[src/rtl/video_timing_gen.sv]
// Video timing generator: free-running raster counters, registered sync/DE outputs,
// and a test-pattern / upstream-stream pixel source selected once per frame.
module video_timing_gen #(
    parameter int   HDISP     = 800,
    parameter int   VDISP     = 480,
    parameter int   HFP       = 40,
    parameter int   HPULSE    = 48,
    parameter int   HBP       = 40,
    parameter int   VFP       = 13,
    parameter int   VPULSE    = 3,
    parameter int   VBP       = 29,
    parameter logic HS_POL    = 1'b0,
    parameter logic VS_POL    = 1'b0,
    parameter int   GRID_LOG2 = 4
) (
    input  logic        pixel_clk,
    input  logic        pixel_rst,
    input  logic [1:0]  mode,
    input  logic [23:0] solid_rgb,
    input  logic [23:0] pix_data,
    input  logic        pix_valid,
    output logic        pix_ready,
    output logic        hs,
    output logic        vs,
    output logic        de,
    output logic [23:0] rgb,
    output logic        frame_start,
    output logic        underflow,
    input  logic        underflow_clr
);

    localparam int HTOTAL = HFP + HPULSE + HBP + HDISP;
    localparam int VTOTAL = VFP + VPULSE + VBP + VDISP;
    localparam int HW     = $clog2(HTOTAL);
    localparam int VW     = $clog2(VTOTAL);
    localparam int BAR_W  = (HDISP / 8 > 0) ? HDISP / 8 : 1;

    localparam logic [HW-1:0] H_LAST  = HW'(HTOTAL - 1);
    localparam logic [VW-1:0] V_LAST  = VW'(VTOTAL - 1);
    localparam logic [HW-1:0] H_SYNC0 = HW'(HFP);
    localparam logic [HW-1:0] H_SYNC1 = HW'(HFP + HPULSE);
    localparam logic [HW-1:0] H_START = HW'(HFP + HPULSE + HBP);
    localparam logic [VW-1:0] V_SYNC0 = VW'(VFP);
    localparam logic [VW-1:0] V_SYNC1 = VW'(VFP + VPULSE);
    localparam logic [VW-1:0] V_START = VW'(VFP + VPULSE + VBP);
    localparam logic [HW-1:0] BAR_WL  = HW'(BAR_W);

    logic [HW-1:0] hcnt_q, hcnt_d;
    logic [VW-1:0] vcnt_q, vcnt_d;
    logic [1:0]    mode_q, mode_d;
    logic [23:0]   solid_q, solid_d;
    logic          hs_q, hs_d, vs_q, vs_d, de_q, de_d;
    logic [23:0]   rgb_q, rgb_d;
    logic          frame_start_q, frame_start_d;
    logic          underflow_q, underflow_d;

    logic                 active, frame_top, underflow_set;
    logic [HW-1:0]        x, bar_idx;
    logic [2:0]           bar_sel;
    logic [GRID_LOG2-1:0] x_lo, y_lo;

    function automatic logic [23:0] bar_colour(input logic [2:0] b);
        case (b)
            3'd0:    bar_colour = 24'hFFFFFF;
            3'd1:    bar_colour = 24'hFFFF00;
            3'd2:    bar_colour = 24'h00FFFF;
            3'd3:    bar_colour = 24'h00FF00;
            3'd4:    bar_colour = 24'hFF00FF;
            3'd5:    bar_colour = 24'hFF0000;
            3'd6:    bar_colour = 24'h0000FF;
            default: bar_colour = 24'h000000;
        endcase
    endfunction

    always_comb begin
        hcnt_d = hcnt_q + HW'(1);
        vcnt_d = vcnt_q;
        if (hcnt_q == H_LAST) begin
            hcnt_d = '0;
            vcnt_d = (vcnt_q == V_LAST) ? '0 : vcnt_q + VW'(1);
        end
    end

    assign active    = (hcnt_q >= H_START) && (vcnt_q >= V_START);
    assign frame_top = (hcnt_q == '0) && (vcnt_q == '0);
    assign x         = hcnt_q - H_START;
    assign x_lo      = GRID_LOG2'(hcnt_q - H_START);
    assign y_lo      = GRID_LOG2'(vcnt_q - V_START);
    assign bar_idx   = x / BAR_WL;
    // The last bar soaks up the HDISP % 8 leftover pixels.
    assign bar_sel   = (bar_idx >= HW'(7)) ? 3'd7 : bar_idx[2:0];

    assign pix_ready     = active && (mode_q == 2'd3);
    assign underflow_set = pix_ready && !pix_valid;

    always_comb begin
        mode_d        = frame_top ? mode      : mode_q;
        solid_d       = frame_top ? solid_rgb : solid_q;
        hs_d          = (hcnt_q >= H_SYNC0 && hcnt_q < H_SYNC1) ? HS_POL : ~HS_POL;
        vs_d          = (vcnt_q >= V_SYNC0 && vcnt_q < V_SYNC1) ? VS_POL : ~VS_POL;
        de_d          = active;
        frame_start_d = frame_top;
        rgb_d         = 24'h000000;
        if (active) begin
            case (mode_q)
                2'd0:    rgb_d = (x_lo == '0 || y_lo == '0) ? 24'hFFFFFF : 24'h000000;
                2'd1:    rgb_d = bar_colour(bar_sel);
                2'd2:    rgb_d = solid_q;
                default: rgb_d = pix_valid ? pix_data : 24'h000000;
            endcase
        end
        underflow_d = underflow_set ? 1'b1 : (underflow_clr ? 1'b0 : underflow_q);
    end

    always_ff @(posedge pixel_clk or posedge pixel_rst) begin
        if (pixel_rst) begin
            hcnt_q        <= '0;
            vcnt_q        <= '0;
            mode_q        <= 2'd0;
            solid_q       <= 24'h000000;
            hs_q          <= ~HS_POL;
            vs_q          <= ~VS_POL;
            de_q          <= 1'b0;
            rgb_q         <= 24'h000000;
            frame_start_q <= 1'b0;
            underflow_q   <= 1'b0;
        end else begin
            hcnt_q        <= hcnt_d;
            vcnt_q        <= vcnt_d;
            mode_q        <= mode_d;
            solid_q       <= solid_d;
            hs_q          <= hs_d;
            vs_q          <= vs_d;
            de_q          <= de_d;
            rgb_q         <= rgb_d;
            frame_start_q <= frame_start_d;
            underflow_q   <= underflow_d;
        end
    end

    assign hs          = hs_q;
    assign vs          = vs_q;
    assign de          = de_q;
    assign rgb         = rgb_q;
    assign frame_start = frame_start_q;
    assign underflow   = underflow_q;

endmodule
[config.mk]
export PLATFORM = sky130hd
export DESIGN_NAME = video_timing_gen
export DESIGN_NICKNAME = d
export VERILOG_FILES = /design/src/rtl/video_timing_gen.sv
export SDC_FILE = /design/constraint.sdc
export NUM_CORES = 1
export LEC_CHECK = 0
export BUFFER_PORTS_ARGS = -buffer_cell sky130_fd_sc_hd__buf_2
export CAP_MARGIN = 20
export CORE_ASPECT_RATIO = 1.2
export CORE_MARGIN = 10
export CORE_UTILIZATION = 40
export CTS_CLUSTER_DIAMETER = 120
export DETAILED_ROUTE_END_ITERATION = 8
export GPL_TIMING_DRIVEN = 1
export PLACE_DENSITY = 0.67
export SYNTH_ARGS = -nofsm -noshare
export SYNTH_HDL_FRONTEND = slang
export SYNTH_SLANG_ARGS = --single-unit
[constraint.sdc]
create_clock -name pixel_clk -period 7.8 [get_ports pixel_clk]
set_clock_uncertainty 0.2 [all_clocks]
set_input_delay 0 -clock pixel_clk [delete_from_list [all_inputs] [get_ports pixel_clk]]
set_output_delay 0 -clock pixel_clk [all_outputs]
set_load 0.05 [all_outputs]
Yosys cells after proc, flatten, opt, wreduce, memory -nomap -nowiden

Cells that the tools add are included.

Register bits after elaboration: 75
Bits of input ports: 54
Output and inout port bits: 30

Equal/unequal tests: 11
Magnitude comparators: 7
Div/mod/pow operators: 1
Add/subtract/negate cells: 4
Reduce and logical (&&, ||, !) cells: 15
Mux-type cells: 12

Operator list:

| cell                    | count |
|---|---|
| $pmux W24 S7            | 1 |
| $mux W24                | 3 |
| $pmux W24 S3            | 1 |
| $add A10 B1 Y10 const B | 2 |
| $eq A10 B10 Y1 const B  | 2 |
| $ge A10 B6 Y1 const B   | 2 |
| $logic_not A10 Y1       | 2 |
| $mux W10                | 2 |
| $div A10 B7 Y10 const B | 1 |
| $ge A10 B3 Y1 const B   | 1 |
| $ge A10 B4 Y1 const B   | 1 |
| $ge A10 B8 Y1 const B   | 1 |
| $lt A10 B5 Y1 const B   | 1 |
| $lt A10 B7 Y1 const B   | 1 |
| $sub A10 B8 Y10 const B | 1 |
| $eq A3 B3 Y1 const B    | 3 |
| $logic_not A4 Y1        | 2 |
| $eq A3 B2 Y1 const B    | 2 |
| $logic_and A1 B1 Y1     | 6 |
| $eq A2 B2 Y1 const B    | 2 |
| $mux W1                 | 4 |
| $sub A4 B4 Y4 const B   | 1 |
| $eq A3 B1 Y1 const B    | 1 |
| $logic_not A3 Y1        | 1 |
| 6 further kinds         | 6 |

Longest topological paths before layout

Word-level depth: 8
Depth in mapped cells: 12

Worst setup path after synthesis

OpenSTA, ideal clock, no wires.

Path kind: flip-flop to flip-flop
Start point: register hcnt_q[7]
End point: register rgb_q[7] (netlist: rgb[7])
Arrival: 3057 ps
Cell stages (with the launch flop): 13
Period minus slack after synthesis: 3397 ps
Data required time: 7460 ps
Slack: 4403 ps
Setup time: 140 ps
Path through: dfrtp_1 -> buf_2 -> inv_1 -> ha_1 -> xor2_4 -> nand3_2 -> xnor2_2 -> or3_4 -> o211ai_2 -> nor4b_2 -> nor3_2 -> mux2i_2 -> a31oi_1

Cells in the longest elaborated chain, start to end: 8
Elaborated cells between the ends (all ways): 16
Those cells by class: add/sub (1); div (1); order compare (2); eq/ne (6); mux (4); reduce/logical (2)

Ends and longest elaborated chain:

| item                                 | line | RTL |
|---|---|---|
| from (decl)                          | 48   | `logic [HW-1:0] hcnt_q, hcnt_d;` |
| from (signal assigned)               | 128  | `hcnt_q <= hcnt_d;` |
| $sub A10 B8 Y10                      | --   |  |
| $div A10 B7 Y10                      | 89   | `assign bar_idx = x / BAR_WL;` |
| $ge A10 B3 Y1                        | 91   | `assign bar_sel = (bar_idx >= HW'(7)) ? 3'd7 : bar_idx[2:0];` |
| $mux W3                              | 91   |  |
| $eq A3 B3 Y1 (tied with other cells) | 63   | `case (b)` |
| $pmux W24 S7                         | 63   |  |
| $pmux W24 S3                         | 105  | `case (mode_q)` |
| $mux W24 (*)                         | 104  | `if (active) begin` |
| net rgb_d[7]                         | 53   | `logic [23:0] rgb_q, rgb_d;` |
| to (signal assigned)                 | 135  | `rgb_q <= rgb_d;` |
| to (decl)                            | 53   |  |

The timed path passes the listed nets; every way through them passes the cells marked *.
A chain may end at the register's enable or synchronous reset.

Final worst setup path

Start point: register hcnt_q[7]
End point: register rgb_q[1] (netlist: rgb[1])

Same word-level chain as after synthesis.

==> results_dict.tcl <==
set metrics [dict create \
    status "complete, no violations" \
    clkTransAtPathRegs_ns 0.06 \
    reg2reg_depth 11 \
    maxSlewHeadroom_pct 29.75 \
    yosysUniqueCellTypes 69 \
    die_w_um 114.6 \
    nNetsFinal 637 \
    rows 41 \
    antenna_found_initial 1 \
    overflow 0 \
    worst_pin_slew_ns 1.054 \
    p_int_uw 692.5 \
    drive_gt1_share_pct 27.56 \
    critPathTopFamily "compound AO/OA/AOI/OAI gates" \
    area_delta_synth_final_pct 31.77 \
    routedWlPerCell_um 17.82 \
    synth_ff_type "dfrtp_1" \
    finalSetupTns_ns 0 \
    netlist_area_um2 4297 \
    htreeDepth 3 \
    root_buffer "clkbuf_16" \
    seqPwrFrac_pct 44.9 \
    worstSetupPathType "reg2reg" \
    ctsHoldBuffers 55 \
    die_area_um2 15300 \
    synth_top_cell_by_area "dfrtp_1" \
    place_hpwl_mm 8.440 \
    insertion_delay_ns 0.33 \
    combPwrFrac_pct 7.5 \
    ios 84 \
    power_frac_clock_pct 47.6 \
    via_per_inst 5.579 \
    period_minus_slack_ns 3.892 \
    p_per_area_nw_per_um2 158.1 \
    detail_route.iter0.violations 389 \
    cp.arrival_ns 3.87 \
    die_h_um 133.5 \
    grt_max_degree 76 \
    routabilityCongestion 0.8775 \
    ant_nets 0 \
    yosys_warnings 0 \
    hold_viol_final 0 \
    crit_buf_inv 1 \
    start_util_pct 40.86 \
    crit_path_max_fanout 11 \
    core_area_um2 10520 \
    worstPathCellList "inv_1 > ha_1 > and4bb_1 > nand3_1 > a21oi_1 > a31oi_2 > a21oi_1 > nor4b_2 > nor3_2 > mux2i_2 > a31oi_1" \
    finalInstanceArea_um2 5662 \
    cts_buffers 9 \
    first_global_vias 4082 \
    path_common_cell "a21oi_1" \
    avgSynthCellArea_um2 9.677 \
    cp.depth 11 \
    synth_top_cell_area_share_pct 42.52 \
    setup_slack_ns 3.908 \
    synth_area_leaders "dfrtp_1 43%, mux2_2 6.8%, a21oi_1 4.7%, nand2_1 3.8%, nor2_1 3.7%" \
    grt_usage_pct 16.27 \
    peakVddDrop_uv 95.47 \
    ys_seq_elements 75 \
    hold_class "in2reg" \
    cts_setup_buffers 0 \
    preCtsSetupSlack_ns 3.950 \
    synthArstFlopShare_pct 100.0 \
    drv_slew 0 \
    synth-edff-count 0 \
    timing.fmax_ghz 0.2569 \
    p_leak_nw 2.581 \
    rsz0062_at_grt "false" \
    drc_errors 0 \
    grt_pass1_wl_mm 20.53 \
    cts-resized-gates 0 \
    netSwitchingPower_uw 202.9 \
    placed_area_um2 4796 \
    fin_crit_sh_pct 49.90 \
    max-cap-violations 0 \
    startpoint_type "flip-flop" \
    crit_required_ns 7.78 \
    port_buffers 83 \
    worst_path_largest_cell_delay_ns 0.58 \
    setup_viol 0 \
    hold_depth 3 \
    synth-seq-area-share_pct 43.74 \
    endpoint_kind "flip-flop" \
    cts_tree "yes" \
    wirelength_mm 12.62 \
    clk_path_buf_depth 2 \
    timing.hold.ws_ns 0.01654 \
    vias 3950 \
    p_sw_share_pct 22.66 \
    dr.pass1.iters 5 \
    r2r_setup_slack_ns 3.91 \
    clock_sinks 75 \
    syn_inst 444 \
    cp_slowest_cell "dfrtp_1" \
    synth_fp_nets 509 \
]
[cells in the mapped netlist, types with 2 or more instances]
cell type and count:
xor2_1 3, buf_1 2, nand3_2 2, and3_1 4
inv_1 14, a21oi_1 40, clkbuf_1 16, nor2b_1 3
nor3_1 4, buf_2 4, xnor2_1 12, a311o_1 2
o211ai_2 2, o211ai_1 5, mux2_2 26, nand2_1 43
nor2_1 42, o31ai_1 9, a211oi_1 18, o22ai_1 3
o2111ai_1 2, dfstp_2 2, nand4_1 4, nor3b_1 2
dfrtp_1 73, and2_1 9, ha_1 11, nor4_1 5
nand3_1 14, a22o_1 2, a31o_2 2, or3_1 3
a211o_1 2, o21ai_0 16, a31oi_1 9
[flip-flops by register name, summed over array words and instances (netlist names), 2 cells and up]
signal,cells
vcnt_q,10
rgb,24
solid_q,24
mode_q,2
hcnt_q,10
[per-layer routing]
layer | global-route usage (%) | vias up | routed length (um)
met5 | 0 | - | 0
met3 | 3.010 | 34 | 627
li1 | - | 1871 | -
met1 | 18.41 | 1914 | 5023
met2 | 28.39 | 131 | 6519
met4 | 7.810 | 0 | 446
[power groups by stage]
| stage | Clock [mW] | Combinational (mW) | Sequential (mW) |
|---|---|---|---|
| floorplan | 0 | 0.0269 | 0.405 |
| global placement | 0 | 0.0443 | 0.408 |
| detailed placement | 0 | 0.0454 | 0.409 |
| CTS | 0.434 | 0.0670 | 0.401 |
| global route | 0.449 | 0.0746 | 0.403 |
| finish | 0.426 | 0.0674 | 0.402 |
[tightest hold or removal path, stage by stage]
cell and delay [ns]:
buf_2 0.26, a21oi_1 0.18, a211oi_1 0.06
[logic make-up after synthesis]
logic type      synth area share [%]
buf+inv                        3.524
fa+ha+maj                      3.203
simple gates                   16.80
flops                          43.74
mux                            7.659
compound gates                 21.00
xor+xnor                       4.077
[worst paths after layout]
check	end	start
setup / recovery	rgb[1]$_DFF_PP0_	hcnt_q[7]$_DFF_PP0_
hold / removal	rgb[10]$_DFF_PP0_	pix_valid
setup reg to reg	rgb[1]$_DFF_PP0_	hcnt_q[7]$_DFF_PP0_
hold reg to reg	solid_q[0]$_DFFE_PP0P_	solid_q[0]$_DFFE_PP0P_
max in group asynchronous	solid_q[0]$_DFFE_PP0P_	pixel_rst
min in group asynchronous	solid_q[20]$_DFFE_PP0P_	pixel_rst
[placed cells by master, fill, tap and decap left out, drive strengths merged, types with 3 or more instances in the layout]
cell type / instances
a211oi: 19
a21oi: 42
a311o: 3
a31oi: 10
and2: 9
and3: 4
buf: 85
clkbuf: 10
dfrtp: 73
dlygate4sd3: 55
ha: 11
inv: 16
mux2: 26
nand2: 43
nand3: 16
nand4: 4
nor2: 42
nor2b: 3
nor3: 5
nor4: 5
o211ai: 7
o21ai: 18
o22ai: 3
o31ai: 9
or2: 3
or3: 5
xnor2: 13
xor2: 4
[layout make-up]
type	count	area [um^2]
fillers	898	4855
multi-input cells	331	2268
flip-flops and latches	75	1879
repair buffers	140	980.9
clock buffers	10	239.0
well taps	129	161.4
clock inverters	6	71.32
inverters	15	56.30
diodes	2	5.005
[through the flow]
step / utilization (%) / total power, mW / cells
after floorplan: - / 0.4322 / 444
after global routing: 53.81 / 0.9259 / 707
final: 53.84 / 0.8954 / 708
after global placement: 45.60 / 0.4526 / 635
after detailed placement: 45.60 / 0.4539 / 635
after CTS: 53.79 / 0.9028 / 706
Note: power is estimated with default switching activity, not from simulation.
